### src/rtl/pool_rd_bridge.sv
// pool_rd_bridge: read side of the max-pool path.
// Walks the feature map in 2x2 windows, issues word reads, tags each return with its
// window pixel / channel and reports finished output points and image end.
module pool_rd_bridge #(
    parameter int unsigned word_len     = 32,
    parameter int unsigned channel_size = 64,
    parameter int unsigned img_w        = 64,
    parameter int unsigned img_h        = 64,
    parameter int unsigned max_outst    = 4
) (
    input  logic                clk,
    input  logic                rst,
    input  logic                PcPrb_initAddrEn,
    input  logic [27:0]         PcPrb_initAddr,
    output logic                PrbMem_rdReq,
    output logic [27:0]         PrbMem_rdAddr,
    input  logic                MemPrb_rdGnt,
    input  logic                MemPrb_rdValid,
    input  logic [word_len-1:0] MemPrb_rdData,
    output logic                PrbPu_valid,
    output logic [word_len-1:0] PrbPu_data,
    output logic [1:0]          PrbPu_win,
    output logic [5:0]          PrbPu_ch,
    output logic                pt_en,
    output logic [5:0]          ptr,
    output logic [5:0]          ptc,
    output logic                PrbPc_imgEnd,
    output logic [27:0]         PrbPc_imgEndAddr
);

    localparam int unsigned PtrW      = (max_outst > 1) ? $clog2(max_outst) : 1;
    localparam int unsigned FifoDepth = 1 << PtrW;
    localparam int unsigned OutW      = $clog2(max_outst + 1);

    localparam logic [5:0]      LastCh  = 6'(channel_size - 1);
    localparam logic [5:0]      LastOpc = 6'(img_w / 2 - 1);
    localparam logic [5:0]      LastOpr = 6'(img_h / 2 - 1);
    localparam logic [OutW-1:0] MaxOut  = OutW'(max_outst);
    localparam logic [OutW-1:0] OutOne  = OutW'(1);
    localparam logic [PtrW-1:0] PtrOne  = PtrW'(1);

    typedef enum logic [1:0] {StIdle, StRun, StDrain, StDone} state_e;

    state_e            r_state;
    logic              r_armed;
    logic [27:0]       r_base;
    logic              r_rd_req;

    // Position of the request currently presented on the memory port
    logic [5:0]        r_ch;
    logic              r_dx;
    logic              r_dy;
    logic [5:0]        r_opc;
    logic [5:0]        r_opr;

    logic [OutW-1:0]   r_outst;
    // Number of oldest in-flight returns that belong to an aborted pass
    logic [OutW-1:0]   r_drop;
    logic [PtrW-1:0]   r_wr_ptr;
    logic [PtrW-1:0]   r_rd_ptr;

    logic [1:0]        r_tag_win  [FifoDepth];
    logic [5:0]        r_tag_ch   [FifoDepth];
    logic [5:0]        r_tag_opr  [FifoDepth];
    logic [5:0]        r_tag_opc  [FifoDepth];
    logic              r_tag_lwin [FifoDepth];
    logic              r_tag_limg [FifoDepth];
    logic [27:0]       r_tag_addr [FifoDepth];

    logic              r_pu_valid;
    logic [word_len-1:0] r_pu_data;
    logic [1:0]        r_pu_win;
    logic [5:0]        r_pu_ch;
    logic              r_pt_en;
    logic [5:0]        r_ptr;
    logic [5:0]        r_ptc;
    logic              r_img_end;
    logic [27:0]       r_img_end_addr;

    logic              w_grant;
    logic              w_pop;
    logic              w_deliver;
    logic              w_ch_last;
    logic              w_last_win;
    logic              w_last_img;
    logic              w_room;
    logic [OutW-1:0]   w_outst_nxt;
    logic [6:0]        w_row;
    logic [6:0]        w_col;
    logic [27:0]       w_pix;
    logic [27:0]       w_addr;

    assign w_grant    = r_rd_req && MemPrb_rdGnt;
    // Returns with nothing outstanding are protocol errors and are ignored
    assign w_pop      = MemPrb_rdValid && (r_outst != '0);
    assign w_deliver  = w_pop && (r_drop == '0) && !PcPrb_initAddrEn;

    assign w_ch_last  = (r_ch == LastCh);
    assign w_last_win = w_ch_last && r_dx && r_dy;
    assign w_last_img = w_last_win && (r_opc == LastOpc) && (r_opr == LastOpr);

    assign w_row  = {r_opr, r_dy};
    assign w_col  = {r_opc, r_dx};
    assign w_pix  = 28'(w_row) * 28'(img_w) + 28'(w_col);
    assign w_addr = r_base + w_pix * 28'(channel_size) + 28'(r_ch);

    // Outstanding count after this cycle's grant and return
    always_comb begin
        w_outst_nxt = r_outst;
        if (w_grant && !w_pop) begin
            w_outst_nxt = r_outst + OutOne;
        end else if (!w_grant && w_pop) begin
            w_outst_nxt = r_outst - OutOne;
        end
    end

    assign w_room = (w_outst_nxt < MaxOut);

    // Tag FIFO write: records what each granted request was for
    always_ff @(posedge clk) begin
        if (w_grant) begin
            r_tag_win[r_wr_ptr]  <= {r_dy, r_dx};
            r_tag_ch[r_wr_ptr]   <= r_ch;
            r_tag_opr[r_wr_ptr]  <= r_opr;
            r_tag_opc[r_wr_ptr]  <= r_opc;
            r_tag_lwin[r_wr_ptr] <= w_last_win;
            r_tag_limg[r_wr_ptr] <= w_last_img;
            r_tag_addr[r_wr_ptr] <= w_addr;
        end
    end

    // Control FSM, request walk, outstanding tracking and registered outputs
    always_ff @(posedge clk) begin
        if (rst) begin
            r_state        <= StIdle;
            r_armed        <= 1'b0;
            r_base         <= '0;
            r_rd_req       <= 1'b0;
            r_ch           <= '0;
            r_dx           <= 1'b0;
            r_dy           <= 1'b0;
            r_opc          <= '0;
            r_opr          <= '0;
            r_outst        <= '0;
            r_drop         <= '0;
            r_wr_ptr       <= '0;
            r_rd_ptr       <= '0;
            r_pu_valid     <= 1'b0;
            r_pu_data      <= '0;
            r_pu_win       <= '0;
            r_pu_ch        <= '0;
            r_pt_en        <= 1'b0;
            r_ptr          <= '0;
            r_ptc          <= '0;
            r_img_end      <= 1'b0;
            r_img_end_addr <= '0;
        end else begin
            r_pu_valid <= 1'b0;
            r_pt_en    <= 1'b0;
            r_img_end  <= 1'b0;

            r_outst <= w_outst_nxt;
            if (w_grant) begin
                r_wr_ptr <= r_wr_ptr + PtrOne;
            end
            if (w_pop) begin
                r_rd_ptr <= r_rd_ptr + PtrOne;
            end

            // While held in abort everything still in flight is stale
            if (PcPrb_initAddrEn) begin
                r_drop <= w_outst_nxt;
            end else if (w_pop && (r_drop != '0)) begin
                r_drop <= r_drop - OutOne;
            end

            if (w_deliver) begin
                r_pu_valid <= 1'b1;
                r_pu_data  <= MemPrb_rdData;
                r_pu_win   <= r_tag_win[r_rd_ptr];
                r_pu_ch    <= r_tag_ch[r_rd_ptr];
                if (r_tag_lwin[r_rd_ptr]) begin
                    r_pt_en <= 1'b1;
                    r_ptr   <= r_tag_opr[r_rd_ptr];
                    r_ptc   <= r_tag_opc[r_rd_ptr];
                end
                if (r_tag_limg[r_rd_ptr]) begin
                    r_img_end      <= 1'b1;
                    r_img_end_addr <= r_tag_addr[r_rd_ptr];
                end
            end

            if (PcPrb_initAddrEn) begin
                r_base   <= PcPrb_initAddr;
                r_armed  <= 1'b1;
                r_state  <= StIdle;
                r_rd_req <= 1'b0;
                r_ch     <= '0;
                r_dx     <= 1'b0;
                r_dy     <= 1'b0;
                r_opc    <= '0;
                r_opr    <= '0;
            end else begin
                case (r_state)
                    StIdle: begin
                        if (r_armed) begin
                            r_state  <= StRun;
                            r_armed  <= 1'b0;
                            r_rd_req <= w_room;
                            r_ch     <= '0;
                            r_dx     <= 1'b0;
                            r_dy     <= 1'b0;
                            r_opc    <= '0;
                            r_opr    <= '0;
                        end
                    end
                    StRun: begin
                        if (w_grant) begin
                            if (w_last_img) begin
                                r_state  <= StDrain;
                                r_rd_req <= 1'b0;
                            end else begin
                                r_rd_req <= w_room;
                            end
                            // Walk order: ch, dx, dy, opc, opr
                            if (!w_ch_last) begin
                                r_ch <= r_ch + 6'd1;
                            end else begin
                                r_ch <= '0;
                                if (!r_dx) begin
                                    r_dx <= 1'b1;
                                end else begin
                                    r_dx <= 1'b0;
                                    if (!r_dy) begin
                                        r_dy <= 1'b1;
                                    end else begin
                                        r_dy <= 1'b0;
                                        if (r_opc != LastOpc) begin
                                            r_opc <= r_opc + 6'd1;
                                        end else begin
                                            r_opc <= '0;
                                            r_opr <= r_opr + 6'd1;
                                        end
                                    end
                                end
                            end
                        end else begin
                            r_rd_req <= w_room;
                        end
                    end
                    StDrain: begin
                        if (w_deliver && r_tag_limg[r_rd_ptr]) begin
                            r_state <= StDone;
                        end
                    end
                    StDone: begin
                        r_state <= StDone;
                    end
                    default: begin
                        r_state <= StIdle;
                    end
                endcase
            end
        end
    end

    assign PrbMem_rdReq     = r_rd_req;
    assign PrbMem_rdAddr    = w_addr;
    assign PrbPu_valid      = r_pu_valid;
    assign PrbPu_data       = r_pu_data;
    assign PrbPu_win        = r_pu_win;
    assign PrbPu_ch         = r_pu_ch;
    assign pt_en            = r_pt_en;
    assign ptr              = r_ptr;
    assign ptc              = r_ptc;
    assign PrbPc_imgEnd     = r_img_end;
    assign PrbPc_imgEndAddr = r_img_end_addr;

endmodule

### config.mk
export PLATFORM = sky130hd
export DESIGN_NAME = pool_rd_bridge
export DESIGN_NICKNAME = d
export VERILOG_FILES = /design/src/rtl/pool_rd_bridge.sv
export SDC_FILE = /design/constraint.sdc
export NUM_CORES = 1
export LEC_CHECK = 0
export CORE_ASPECT_RATIO = 0.7
export CORE_MARGIN = 5
export CORE_UTILIZATION = 50
export CTS_CLUSTER_SIZE = 10
export DETAILED_ROUTE_END_ITERATION = 7
export PLACE_DENSITY = 0.73
export SETUP_SLACK_MARGIN = 0.15
export SLEW_MARGIN = 20
export SYNTH_ARGS = -nofsm -noshare
export SYNTH_HDL_FRONTEND = slang
export SYNTH_SLANG_ARGS = --single-unit
### constraint.sdc
create_clock -name clk -period 3.5 [get_ports clk]
set_input_delay 0.525 -clock clk [delete_from_list [all_inputs] [get_ports clk]]
set_output_delay 0.525 -clock clk [all_outputs]
set_load 0.05 [all_outputs]
Word level (Yosys, flattened, before mapping)
Memory sizes are Yosys's and may differ from the RTL's. A register that Yosys moved wholly into a read port is not among the register bits.
Cells that the tools add are included.
- $add $sub $neg: 11
- $mul: 0
- div/mod/pow operators: 0
- magnitude comparators: 1
- eq/ne operators: 15
- shift operators: 0
- muxes and demuxes: 50
- bitwise operators: 1
- reductions and logical operators: 33
- operators by type and width (cell ; number):
    6-bit two-way mux ; 13
    6-bit case mux with 2 select lines ; 3
    28-bit by 20-bit adder with 28-bit output ; 1
    28-bit by 6-bit adder with 28-bit output ; 1
    6-bit by 1-bit adder with 6-bit output, second input constant ; 3
    1-bit two-way mux ; 18
    2-bit two-way mux ; 8
    2-bit inequality test, second input constant ; 8
    13-bit by 7-bit adder with 14-bit output ; 1
    6-bit by 5-bit equality test with 1-bit output, second input constant ; 2
    1-bit logical AND ; 12
    3-bit two-way mux ; 4
    2-bit case mux with 4 select lines ; 1
    4-bit AND reduction ; 2
    7-bit AND reduction ; 1
    6-bit equality test, second input constant ; 1
    6-bit by 5-bit inequality test with 1-bit output, second input constant ; 1
    1-bit case mux with 2 select lines ; 3
    2-bit AND reduction ; 3
    6-bit AND reduction ; 1
    2-bit nonzero test ; 3
    3-bit nonzero test ; 2
    3-bit by 1-bit subtractor with 3-bit output, second input constant ; 2
    5-bit AND reduction ; 1
    11 further kinds ; 16
- flip-flop bits (word level): 97
- bits in latches: 0
- RAM bits: 200
- memory bits (read-only): 0
- bits of input ports: 65
- output and inout bits: 112
- word-level logic and storage cells: 135
- memories: 7
- memory list (name ; words ; width ; read ports ; clocked after Yosys merged registers in ; wr ports ; RTL line ; RTL):
    r_tag_addr ; 4 ; 28 ; 1 ; 1 ; 1 ; 68 ; logic [27:0] r_tag_addr [FifoDepth];
    r_tag_ch ; 4 ; 6 ; 1 ; 1 ; 1 ; 63 ; logic [5:0] r_tag_ch [FifoDepth];
    r_tag_opc ; 4 ; 6 ; 1 ; 1 ; 1 ; 65 ; logic [5:0] r_tag_opc [FifoDepth];
    r_tag_opr ; 4 ; 6 ; 1 ; 1 ; 1 ; 64 ; logic [5:0] r_tag_opr [FifoDepth];
    r_tag_win ; 4 ; 2 ; 1 ; 1 ; 1 ; 62 ; logic [1:0] r_tag_win [FifoDepth];
    r_tag_limg ; 4 ; 1 ; 1 ; 1 ; 1 ; 67 ; logic r_tag_limg [FifoDepth];
    1 more memories ; -- ; -- ; -- ; -- ; -- ; -- ;

Depth between registers and ports, before layout
Gate-level depths: netlist of the first run.
- depth after elaboration: 9
- gate-level depth with buffers: 12
- gate-level depth less buffers: 11

Worst setup path before layout of the first run
OpenSTA, ideal clock, no wires.
- path kind: register -> output
- start point: register r_dy
- end point: output PrbMem_rdAddr[21]
- data arrival time: 3.209 ns
- data required time: 2.975 ns
- slack: -0.234 ns
- stages on the path, launching flop included: 13
- buffers on the path: 1
- path through: dfxtp_1 > ha_1 > ha_1 > nand3_1 > xnor2_1 > ha_1 > clkbuf_1 > nand2_1 > nor3_1 > nand3_1 > o211ai_1 > a21boi_0 > xnor2_1
- cells in the longest elaborated chain, start to end: 3
- ends and longest elaborated chain (element ; RTL line ; RTL):
    from (decl) ; 52 ; logic r_dy;
    from (signal assigned) ; 141 ; r_dy <= 1'b0;
    from (signal assigned) ; 200 ; r_dy <= 1'b0;
    from (signal assigned) ; 212 ; r_dy <= 1'b0;
    13-bit by 7-bit adder with 14-bit output ; 104 ; assign w_pix = 28'(w_row) * 28'(img_w) + 28'(w_col);
    28-bit by 20-bit adder with 28-bit output ; 105 ; assign w_addr = r_base + w_pix * 28'(channel_size) + 28'(r_ch);
    28-bit by 6-bit adder with 28-bit output ; 105 ;
    to (decl) ; 16 ; output logic [27:0] PrbMem_rdAddr,
Every way passes these cells.

Worst setup path in the final report of the first run
- start point: register r_opc[5]
- end point: output PrbMem_rdAddr[26]
- cells in the longest elaborated chain, start to end: 3
- ends and longest elaborated chain (element ; RTL line ; RTL):
    from (decl) ; 53 ; logic [5:0] r_opc;
    from (signal assigned) ; 239 ; r_opc <= r_opc + 6'd1;
    13-bit by 7-bit adder with 14-bit output ; 104 ;
    28-bit by 20-bit adder with 28-bit output ; 105 ;
    28-bit by 6-bit adder with 28-bit output ; 105 ;
Every way passes these cells.

==> results of run 1 <==
## per-stage QoR
stage	power (mW)	instance area [um^2]	worst slack [ns]	utilization (%)
finish	10.37	18610	-0.2383	67.04
global route	10.79	18610	-0.3433	67.04
CTS	10.46	18340	-0.1849	66.08
detailed placement	6.677	16710	0.07872	60.20
global placement	6.643	16710	0.1114	60.20
floorplan	6.064	14170	0.01634	-
## how the worst min path moves through the flow
stage	to	depth (start not counted)	slack, ns
5_1_grt	PrbPc_imgEndAddr[18]	2	0.39
4_1_cts	r_base[13]	2	0.37
3_5_place_dp	PrbPu_data[2]	2	0.45
2_1_floorplan	r_tag_opr[0][2]	0	0.46
6_report	r_base[13]	2	0.39
3_3_place_gp	PrbPu_data[19]	2	0.44
## cells in the final DEF, fill, tap and decap left out, types with 4 or more instances in the layout
master / n
buf_6: 4
buf_12: 23
dfxtp_1: 134
buf_4: 69
clkbuf_1: 28
and3_1: 7
ha_1: 22
xnor2_1: 19
dfxtp_4: 4
and3_2: 4
and2_1: 5
nand2_2: 7
nand3_2: 4
a21oi_1: 66
clkdlybuf4s50_1: 148
inv_1: 13
edfxtp_1: 200
nand3_1: 12
nand4_1: 8
xor2_1: 14
o211ai_1: 4
o21ai_2: 8
xnor2_4: 5
o21ai_1: 6
clkbuf_16: 41
mux4_2: 50
a211oi_1: 6
xnor2_2: 8
dfxtp_2: 9
nor2_1: 110
o21ai_0: 14
nand2_1: 118
mux2i_1: 69
ha_4: 10
a21oi_2: 7
## per-layer routing
| layer | part of all wire, % | up-vias |
|---|---|---|
| met3 | 6.4 | 56 |
| li1 | - | 4347 |
| met1 | 45 | 4701 |
| met5 | 0 | - |
| met2 | 47 | 286 |
| met4 | 1.7 | 0 |
## where the power goes
part | switching, mW | internal, mW
Sequential | 0.249 | 4.47
Clock | 1.54 | 2.21
Combinational | 1.00 | 0.897
Total | 2.79 | 7.58
## repair_timing
| action | in CTS | in global routing |
|---|---|---|
| pin swaps | 27 | 26 |
| endpoints found under the setup margin | 19 | 20 |
| hold buffers | 0 | 0 |
| cloned | 0 | 0 |
| setup buffers | 21 | 10 |
| gates resized for setup | 69 | 37 |
## kinds of logic after synthesis
group / count (synthesis) / synth area share (%)
XOR/XNOR: 50 / 3.112
adder cells (fa/ha/maj): 36 / 3.255
flip-flops: 347 / 63.60
multiplexers: 119 / 12.91
AO/OA/AOI/OAI: 140 / 6.119
AND/OR/NAND/NOR: 300 / 9.169
buffers and inverters: 64 / 1.832
## registers in the layout, indices dropped and copies added (netlist names), 4 cells and up, named ones only
signal and count:
ptc 6, r_opc 6, r_tag_addr 112, r_tag_limg 4, PrbPu_ch 6, ptr 6
r_opr 6, r_tag_lwin 4, r_tag_ch 24, r_tag_opr 24, r_tag_win 8, r_ch 6
r_base 28, PrbPc_imgEndAddr 28, PrbPu_data 32, r_tag_opc 24
## synthesized netlist by cell type, types with 4 or more instances
library cell / number / area (um^2)
xnor2_1: 32 / 280.3
nand4_1: 8 / 50.05
dfxtp_1: 147 / 2943
edfxtp_1: 200 / 6006
o21ai_0: 24 / 120.1
o211ai_1: 4 / 30.03
mux2i_1: 69 / 690.7
a21oi_1: 72 / 360.4
buf_2: 14 / 70.07
ha_1: 35 / 437.9
nand3_1: 17 / 85.08
xor2_1: 18 / 157.7
nor2_1: 111 / 416.7
nand2_1: 125 / 469.2
and2_1: 5 / 31.28
inv_1: 13 / 48.80
and3_1: 11 / 68.82
a211oi_1: 8 / 60.06
mux4_2: 50 / 1126
clkbuf_1: 35 / 131.4
## layout make-up
| type | count | area [um^2] | share of cell area, % |
|---|---|---|---|
| multi-input cells | 645 | 5430 | 29.18 |
| repair buffers | 247 | 2527 | 13.58 |
| well taps | 371 | 464.2 | 2.495 |
| inverters | 13 | 48.80 | 0.2622 |
| clock buffers | 70 | 1145 | 6.153 |
| flip-flops and latches | 347 | 8975 | 48.23 |
| clock inverters | 2 | 17.52 | 0.09414 |
==> metrics, run 1 <==
status complete, but fails checks; violated checks negative setup slack; fraction of registers with async set/reset 0%; actual slew at the worst max-slew pin 0.9184 ns; layout filler cell count 1999; Slew Viols, Final 0; post-layout net count 1395; Max Clock Skew 0.02061 ns; RePlAce Congestion 0.9520; Syn Nets 1157; CP Max Fanout 3; # rows 51; Hold Worst Slack 0.3930 ns; first-pass GRT wire length 53.78 mm; die area 31650 um^2; Tot GR Track Use 21.83%; maxcap violations 0; slowest stage delay, CP 0.35 ns; initial antenna violation count 1; P&R area growth vs syn 32.25%; met3 Usage GRT 4.270%; maximum clock rate 267.5 MHz; Hold Crit Class in2reg; HP Start rst; final setup fails 10; cell count after synthesis 1056; first-pass iteration count of the detailed router 7; mean post-synth cell area 13.32 um^2; crit path DAT 3.21 ns; largest net degree at the start of global routing 103; reg2reg setup slack 0.59 ns; Die Width 210.5 um; Worst setup SP type flop; vias post-DR 9390; final worst path period share 106.8%; total CTS buffers 40; Initial DRC Count 744; grt met1 use 32.00%; post-route setup TNS -1.375 ns; static leakage 6.890 nW; CTS Buffer Depth 3; reg2reg path depth 15; H-tree depth 2; R2R Path Start r_dy; via/cell ratio 5.540; layout cells sized above 1 22.13%; n_diodes 0; Initial Utilization 50.69%; CP endpoint kind output port; CP top delay family adder cells; Synth Warn # 0; most used routing layer met2; Cell variety after synth 56; CP Class reg2out; CTS tree done; worst-path cell chain ha_4 -> ha_4 -> xor2_2 -> ha_4 -> nand2_2 -> nor4_4 -> nand3_2 -> a311oi_2 -> buf_4 -> buf_6 -> o211ai_1 -> xnor2_2 -> buf_12; critical path depth 13; EDFF count, synth 200; Setup crit start r_opc[5]; Worst slew margin 38.63%; RSZ-0062 raised after global routing yes; sequential share of the synthesized area 63.60%; clock latency on the worst-skew pair 0.54 ns; hold violation count in the final report 0; I/O Buffers 176; Post-Syn Area 14070 um^2; DRC 0; cell area power density 557.2 nW/um^2; number of global-route vias before repair 9554; Seq cells post-synth 347; routed len/inst 20.71 um; crit path time final 3.738 ns; DP Cell Count 1592; clk root buf clkbuf_16; Final Non-Filler Cells 1695; hpwl dp 23.03 mm; grt ovf 0; Buf+Inv Stages, Crit Path 3; maximum vdd drop 444.8 uV; final wirelength 35.11 mm; reg2reg end r_tag_addr[3][23]; Worst EP required 2.97 ns; Core ar. 27760 um^2; met2 Use GR 34.00%; clock-pin slew on the worst setup and hold paths 0.06 ns; most used flip-flop cell after synthesis edfxtp_1; # IOs 177; CP Capture Point PrbMem_rdAddr[26]; worst setup margin -0.2383 ns; ANT nets after route 0; Worst path most repeated cell ha_4; worst-path cell with the longest stage delay dfxtp_4; clock sink count 347; die height 150.4 um
(Power assumes the default switching activity.)
==> run 2: changes to the inputs <==
ABC_AREA = 0   (was default)
DONT_BUFFER_PORTS = 1   (was default)
PLACE_DENSITY = default   (was 0.73)
==> metrics, run 2 (synthesis gave the netlist of run 1 again) <==
routed len/inst 21.75 um (was 20.71 um); CP endpoint kind output port (unchanged); DRC 0 (unchanged); final setup fails 8 (was 10); hold path endpoint PrbPu_data[8] (was r_base[13]); post-layout net count 1212 (was 1395); clock sink count 347 (unchanged); maximum vdd drop 422.3 uV (was 444.8 uV); post-route setup TNS -0.5190 ns (was -1.375 ns); met2 Use GR 30.38% (was 34.00%); RePlAce Congestion 0.8989 (was 0.9520); Reg area 8971 um^2 (was 8975 um^2); final worst path period share 104.7% (was 106.8%); most frequent cells in the layout edfxtp_1 (200), dfxtp_1 (137), nand2_1 (119), nor2_1 (109), mux2i_1 (69) (was edfxtp_1 (200), clkdlybuf4s50_1 (148), dfxtp_1 (134), nand2_1 (118), nor2_1 (110)); area of the multi-input gates 5346 um^2 (was 5430 um^2); Worst EP required 2.97 ns (about the same); grt ovf 0 (unchanged); HP Start rst (unchanged); most used routing layer met1 (was met2); CP Class reg2out (unchanged); cell area power density 605.7 nW/um^2 (was 557.2 nW/um^2); commonest non-fill, non-tap cell in the layout edfxtp_1 (unchanged); worst setup margin -0.1640 ns (was -0.2383 ns); number of global-route vias before repair 8403 (was 9554); Max Clock Skew 0.01487 ns (was 0.02061 ns); grt met1 use 31.57% (was 32.00%); reg2reg setup slack 0.60 ns (was 0.59 ns); met3 Usage GRT 4.582% (was 4.270%); via/cell ratio 5.643 (was 5.540); H-tree depth 2 (unchanged); reg2reg path depth 11 (was 15); CTS Buffer Depth 3 (unchanged); Die Width 210.5 um (unchanged); n_diodes 0 (unchanged); maximum clock rate 272.9 MHz (was 267.5 MHz); clk root buf clkbuf_16 (unchanged); total CTS buffers 40 (unchanged); die height 150.4 um (unchanged); Initial DRC Count 571 (was 744); Slew Viols, Final 0 (unchanged); R2R Path Start r_opc[5] (was r_dy); clock latency on the worst-skew pair 0.52 ns (was 0.54 ns); # rows 51 (unchanged); CTS tree done (unchanged); crit path DAT 3.14 ns (was 3.21 ns); # IOs 177 (unchanged); initial antenna violation count 0 (was 1); Worst setup SP type flop (unchanged); static leakage 6.156 nW (was 6.890 nW); die area 31650 um^2 (unchanged); ANT nets after route 0 (unchanged); hold violation count in the final report 0 (unchanged); layout filler cell count 2227 (was 1999); clock-pin slew on the worst setup and hold paths 0.05 ns (was 0.06 ns); layout cells sized above 1 21.80% (was 22.13%); final wirelength 32.90 mm (was 35.11 mm); Core ar. 27760 um^2 (unchanged); Initial Utilization 50.69% (unchanged); first-pass iteration count of the detailed router 6 (was 7); largest net degree at the start of global routing 125 (was 103); vias post-DR 8538 (was 9390); Tot GR Track Use 20.54% (was 21.83%); maxcap violations 0 (unchanged); worst hold stages 1 (was 2); CP Max Fanout 5 (was 3); reg2reg end r_tag_addr[0][27] (was r_tag_addr[3][23]); Hold Crit Class in2reg (unchanged); actual slew at the worst max-slew pin 0.9579 ns (was 0.9184 ns); first-pass GRT wire length 50.34 mm (was 53.78 mm); status complete, but fails checks (unchanged); violated checks negative setup slack (unchanged); P&R area growth vs syn 18.25% (was 32.25%); hpwl dp 21.80 mm (was 23.03 mm); Worst slew margin 35.99% (was 38.63%); crit path time final 3.664 ns (was 3.738 ns); I/O Buffers 0 (was 176); # hold bufs at CTS 0 (unchanged); largest register by flop count r_tag_addr (unchanged); Largest register FFs 112 (unchanged); RSZ-0062 raised after global routing yes (unchanged); Final Core Density 59.94% (was 67.04%)
==> run 2: cell count changes in the layout (fill, tap and decap cells not counted), moves of 4 or more <==
cell | before | now
buf_12 | 23 | 9
buf_4 | 69 | 46
buf_6 | 4 | 9
clkdlybuf4s50_1 | 148 | 0
o21ai_1 | 6 | 12
o21ai_2 | 8 | 1
xnor2_2 | 8 | 12
==> run 2: worst max path at each step <==
stage	from	end	slack [ns]	cells after the start
floorplan	r_dy	PrbMem_rdAddr[21]	0.02	12
global placement	r_dy	PrbMem_rdAddr[27]	0.13	12
detailed placement	r_dy	PrbMem_rdAddr[27]	0.08	12
CTS	r_opc[5]	PrbMem_rdAddr[27]	-0.15	11
global route	r_opc[5]	PrbMem_rdAddr[27]	-0.28	11
finish	r_opc[5]	PrbMem_rdAddr[27]	-0.16	11
==> run 2: area by class of cell <==
class / count / share of cell area (%)
clock inverters: 1 / 0.09777
inverters: 13 / 0.2933
multi-input cells: 645 / 32.14
flip-flops and latches: 347 / 53.92
clock buffers: 72 / 6.994
well taps: 371 / 2.790
repair buffers: 64 / 3.768
==> run 2: power by group <==
| part | switching, mW | internal [mW] | total (mW) |
|---|---|---|---|
| registers | 0.521 | 4.47 | 5.00 |
| clock network | 1.54 | 2.24 | 3.78 |
| logic | 0.642 | 0.660 | 1.30 |
| total | 2.70 | 7.37 | 10.1 |
==> run 2: repair_timing <==
item,4_1_cts,5_1_grt
pin swaps,27,16
setup endpoints to repair,16,15
gates resized for setup,65,22
setup buffers,14,4
==> run 2: worst max-delay path: stages, from the launching register on <==
cell     delay (ns)
dfxtp_2        0.35
ha_4           0.16
ha_4           0.15
nand3_1        0.12
xnor2_2        0.18
ha_4           0.30
and4_4         0.23
nand3_2        0.09
buf_4          0.17
nor4_4         0.31
nor2_4         0.11
xnor2_4        0.46
==> run 2: per-layer routing <==
layer / up-vias / wire length [um] / share of wire (%)
met4: 0 / 428 / 1.3
li1: 3982 / - / -
met5: - / 0 / 0
met1: 4282 / 15770 / 48
met2: 238 / 14480 / 44
met3: 36 / 2222 / 6.8
==> run 2: stage by stage <==
| stage | setup slack (ns) | hold slack, ns | instance area, um^2 | power (mW) | instances |
|---|---|---|---|---|---|
| floorplan | 0.01634 | 0.4583 | 14170 | 6.064 | 1056 |
| global placement | 0.1317 | 0.4815 | 14950 | 6.373 | 1422 |
| detailed placement | 0.07620 | 0.4936 | 14950 | 6.388 | 1422 |
| CTS | -0.1469 | 0.04792 | 16510 | 10.20 | 1509 |
| global route | -0.2834 | 0.04748 | 16640 | 10.53 | 1513 |
| finish | -0.1640 | 0.07810 | 16640 | 10.08 | 1513 |
==> run 3: changes to the inputs <==
CTS_BUF_LIST = sky130_fd_sc_hd__clkbuf_4   (was default)
PLACE_DENSITY = 0.75   (was default)
==> metrics, run 3 (synthesis gave the netlist of run 1 again) <==
CP Capture Point PrbMem_rdAddr[20] (was PrbMem_rdAddr[27]); clock sink count 347 (unchanged); hpwl dp 21.38 mm (was 21.80 mm); Final Non-Filler Cells 1674 (was 1513); post-route setup TNS -3.285 ns (was -0.5190 ns); cell area power density 557.8 nW/um^2 (was 605.7 nW/um^2); Final Core Density 63.70% (was 59.94%); number of global-route vias before repair 9402 (was 8403); die height 150.4 um (unchanged); final wirelength 34.61 mm (was 32.90 mm); layout cells sized above 1 29.26% (was 21.80%); vias post-DR 9226 (was 8538); critical path depth 13 (was 11); Largest register FFs 112 (unchanged); slowest stage delay, CP 0.34 ns (was 0.46 ns); Slew Viols, Final 0 (unchanged); P&R area growth vs syn 25.67% (was 18.25%); maximum vdd drop 399.1 uV (was 422.3 uV); clock-pin slew on the worst setup and hold paths 0.07 ns (was 0.05 ns); total CTS buffers 84 (was 40); worst setup margin -0.3764 ns (was -0.1640 ns); Tot GR Track Use 21.88% (was 20.54%); CP Max Fanout 5 (unchanged); static leakage 6.673 nW (was 6.156 nW); RePlAce Congestion 0.8695 (was 0.8989); commonest non-fill, non-tap cell in the layout edfxtp_1 (unchanged); CTS Buffer Depth 3 (unchanged); H-tree depth 3 (was 2); status complete, but fails checks (unchanged); Tot Pwr 9.863 mW (was 10.08 mW); Initial Utilization 50.69% (unchanged); clock latency on the worst-skew pair 0.72 ns (was 0.52 ns); reg2reg path depth 11 (unchanged); HP Start rst (unchanged); R2R Path Start r_dy (was r_opc[5]); Worst slew margin 38.13% (was 35.99%); initial antenna violation count 1 (was 0); reg2reg setup slack 0.59 ns (was 0.60 ns); Worst EP required 2.97 ns (about the same); most frequent cells in the layout edfxtp_1 (200), dfxtp_1 (128), clkbuf_4 (125), nand2_1 (116), nor2_1 (108) (was edfxtp_1 (200), dfxtp_1 (137), nand2_1 (119), nor2_1 (109), mux2i_1 (69)); maxcap violations 0 (unchanged); actual slew at the worst max-slew pin 0.9234 ns (was 0.9579 ns); CP Class reg2out (unchanged); CP endpoint kind output port (unchanged); first-pass iteration count of the detailed router 5 (was 6); Buf+Inv Stages, Crit Path 3 (was 1); crit path time final 3.876 ns (was 3.664 ns); Core ar. 27760 um^2 (unchanged); RSZ-0062 raised after global routing yes (unchanged); Setup crit start r_dy (was r_opc[5]); # IOs 177 (unchanged); violated checks negative setup slack (unchanged); # rows 51 (unchanged); die area 31650 um^2 (unchanged); final worst path period share 110.8% (was 104.7%); final setup fails 10 (was 8); worst-path cell chain ha_4 -> ha_4 -> xor2_2 -> ha_1 -> nand2_2 -> nor4_4 -> nand3_2 -> a311oi_2 -> buf_4 -> buf_4 -> nor2_4 -> xnor2_2 -> buf_12 (was ha_4 -> ha_4 -> nand3_1 -> xnor2_2 -> ha_4 -> and4_4 -> nand3_2 -> buf_4 -> nor4_4 -> nor2_4 -> xnor2_4); grt ovf 0 (unchanged); maximum clock rate 258.0 MHz (was 272.9 MHz); Die Width 210.5 um (unchanged); via/cell ratio 5.511 (was 5.643); routed len/inst 20.67 um (was 21.75 um); CP top delay family adder cells (was simple AND/OR/NAND/NOR gates); I/O Buffers 0 (unchanged); post-layout net count 1332 (was 1212); clk root buf clkbuf_4 (was clkbuf_16); DRC 0 (unchanged); largest register by flop count r_tag_addr (unchanged); first-pass GRT wire length 53.20 mm (was 50.34 mm); reg2reg end r_tag_addr[1][27] (was r_tag_addr[0][27]); CTS tree done (unchanged); Initial DRC Count 678 (was 571); hold violation count in the final report 0 (unchanged); worst-path cell with the longest stage delay dfxtp_2 (was xnor2_4); DP Cell Count 1424 (was 1422); Worst setup SP type flop (unchanged); ANT nets after route 0 (unchanged); layout filler cell count 2064 (was 2227); crit path DAT 3.35 ns (was 3.14 ns); Max Clock Skew 0.05292 ns (was 0.01487 ns); Hold Crit Class in2reg (unchanged); largest net degree at the start of global routing 123 (was 125)
[run 3: through the flow]
stage | area, um^2 | hold slack, ns | setup slack, ns
floorplan | 14170 | 0.4583 | 0.01634
global placement | 14950 | 0.4772 | 0.05090
detailed placement | 14950 | 0.4906 | -0.03434
CTS | 17490 | 0.02227 | -0.4252
global route | 17680 | 0.03754 | -0.5516
finish | 17680 | 0.1188 | -0.3764
[run 3: routing by layer]
metal | part of all wire [%] | global-route usage [%] | up-vias
li1 | - | - | 4293
met1 | 43 | 29.80 | 4596
met2 | 47 | 33.97 | 287
met3 | 7.9 | 6.936 | 50
met4 | 1.9 | 6.932 | 0
met5 | 0 | 0 | -
[run 3: worst min path at each step]
| stage | cells after the start | slack [ns] | to |
|---|---|---|---|
| final | 2 | 0.12 | r_opr[0] |
| after global routing | 3 | 0.04 | r_wr_ptr[1] |
| after CTS | 2 | 0.02 | r_opr[0] |
| after detailed placement | 2 | 0.49 | r_wr_ptr[1] |
| after global placement | 2 | 0.48 | r_wr_ptr[1] |
| after floorplan | 0 | 0.46 | r_tag_opr[0][2] |
[run 3: worst register-to-register path, cell delays in order (launching register included)]
cell and delay [ns]:
dfxtp_2 0.34, ha_4 0.17, ha_4 0.18, xor2_2 0.17, ha_1 0.34, nand2_2 0.12, nor3_4 0.22, buf_4 0.15
inv_2 0.05, nor4_4 0.30, nor2_4 0.11, xnor2_4 0.45
[run 3: what timing repair did]
item | CTS | global route
endpoints found under the setup margin | 25 | 21
hold endpoints to repair | 124 | 0
pin swaps | 40 | 25
setup buffers | 20 | 3
hold buffers | 69 | 0
resized for setup | 118 | 35
[run 3: report_power, final]
group,internal [mW],total (mW),switching [mW]
Clock,1.87,3.46,1.59
Sequential,4.46,5.01,0.544
Combinational,0.720,1.40,0.676
Total,7.05,9.86,2.81
[run 3: layout make-up]
type	instances	area (um^2)	area share, %
clock buffers	125	938.4	5.307
flip-flops and latches	347	9002	50.91
inverters	13	48.80	0.2760
repair buffers	140	1415	8.003
clock inverters	32	205.2	1.160
diodes	1	2.502	0.01415
well taps	371	464.2	2.625
multi-input cells	645	5605	31.70
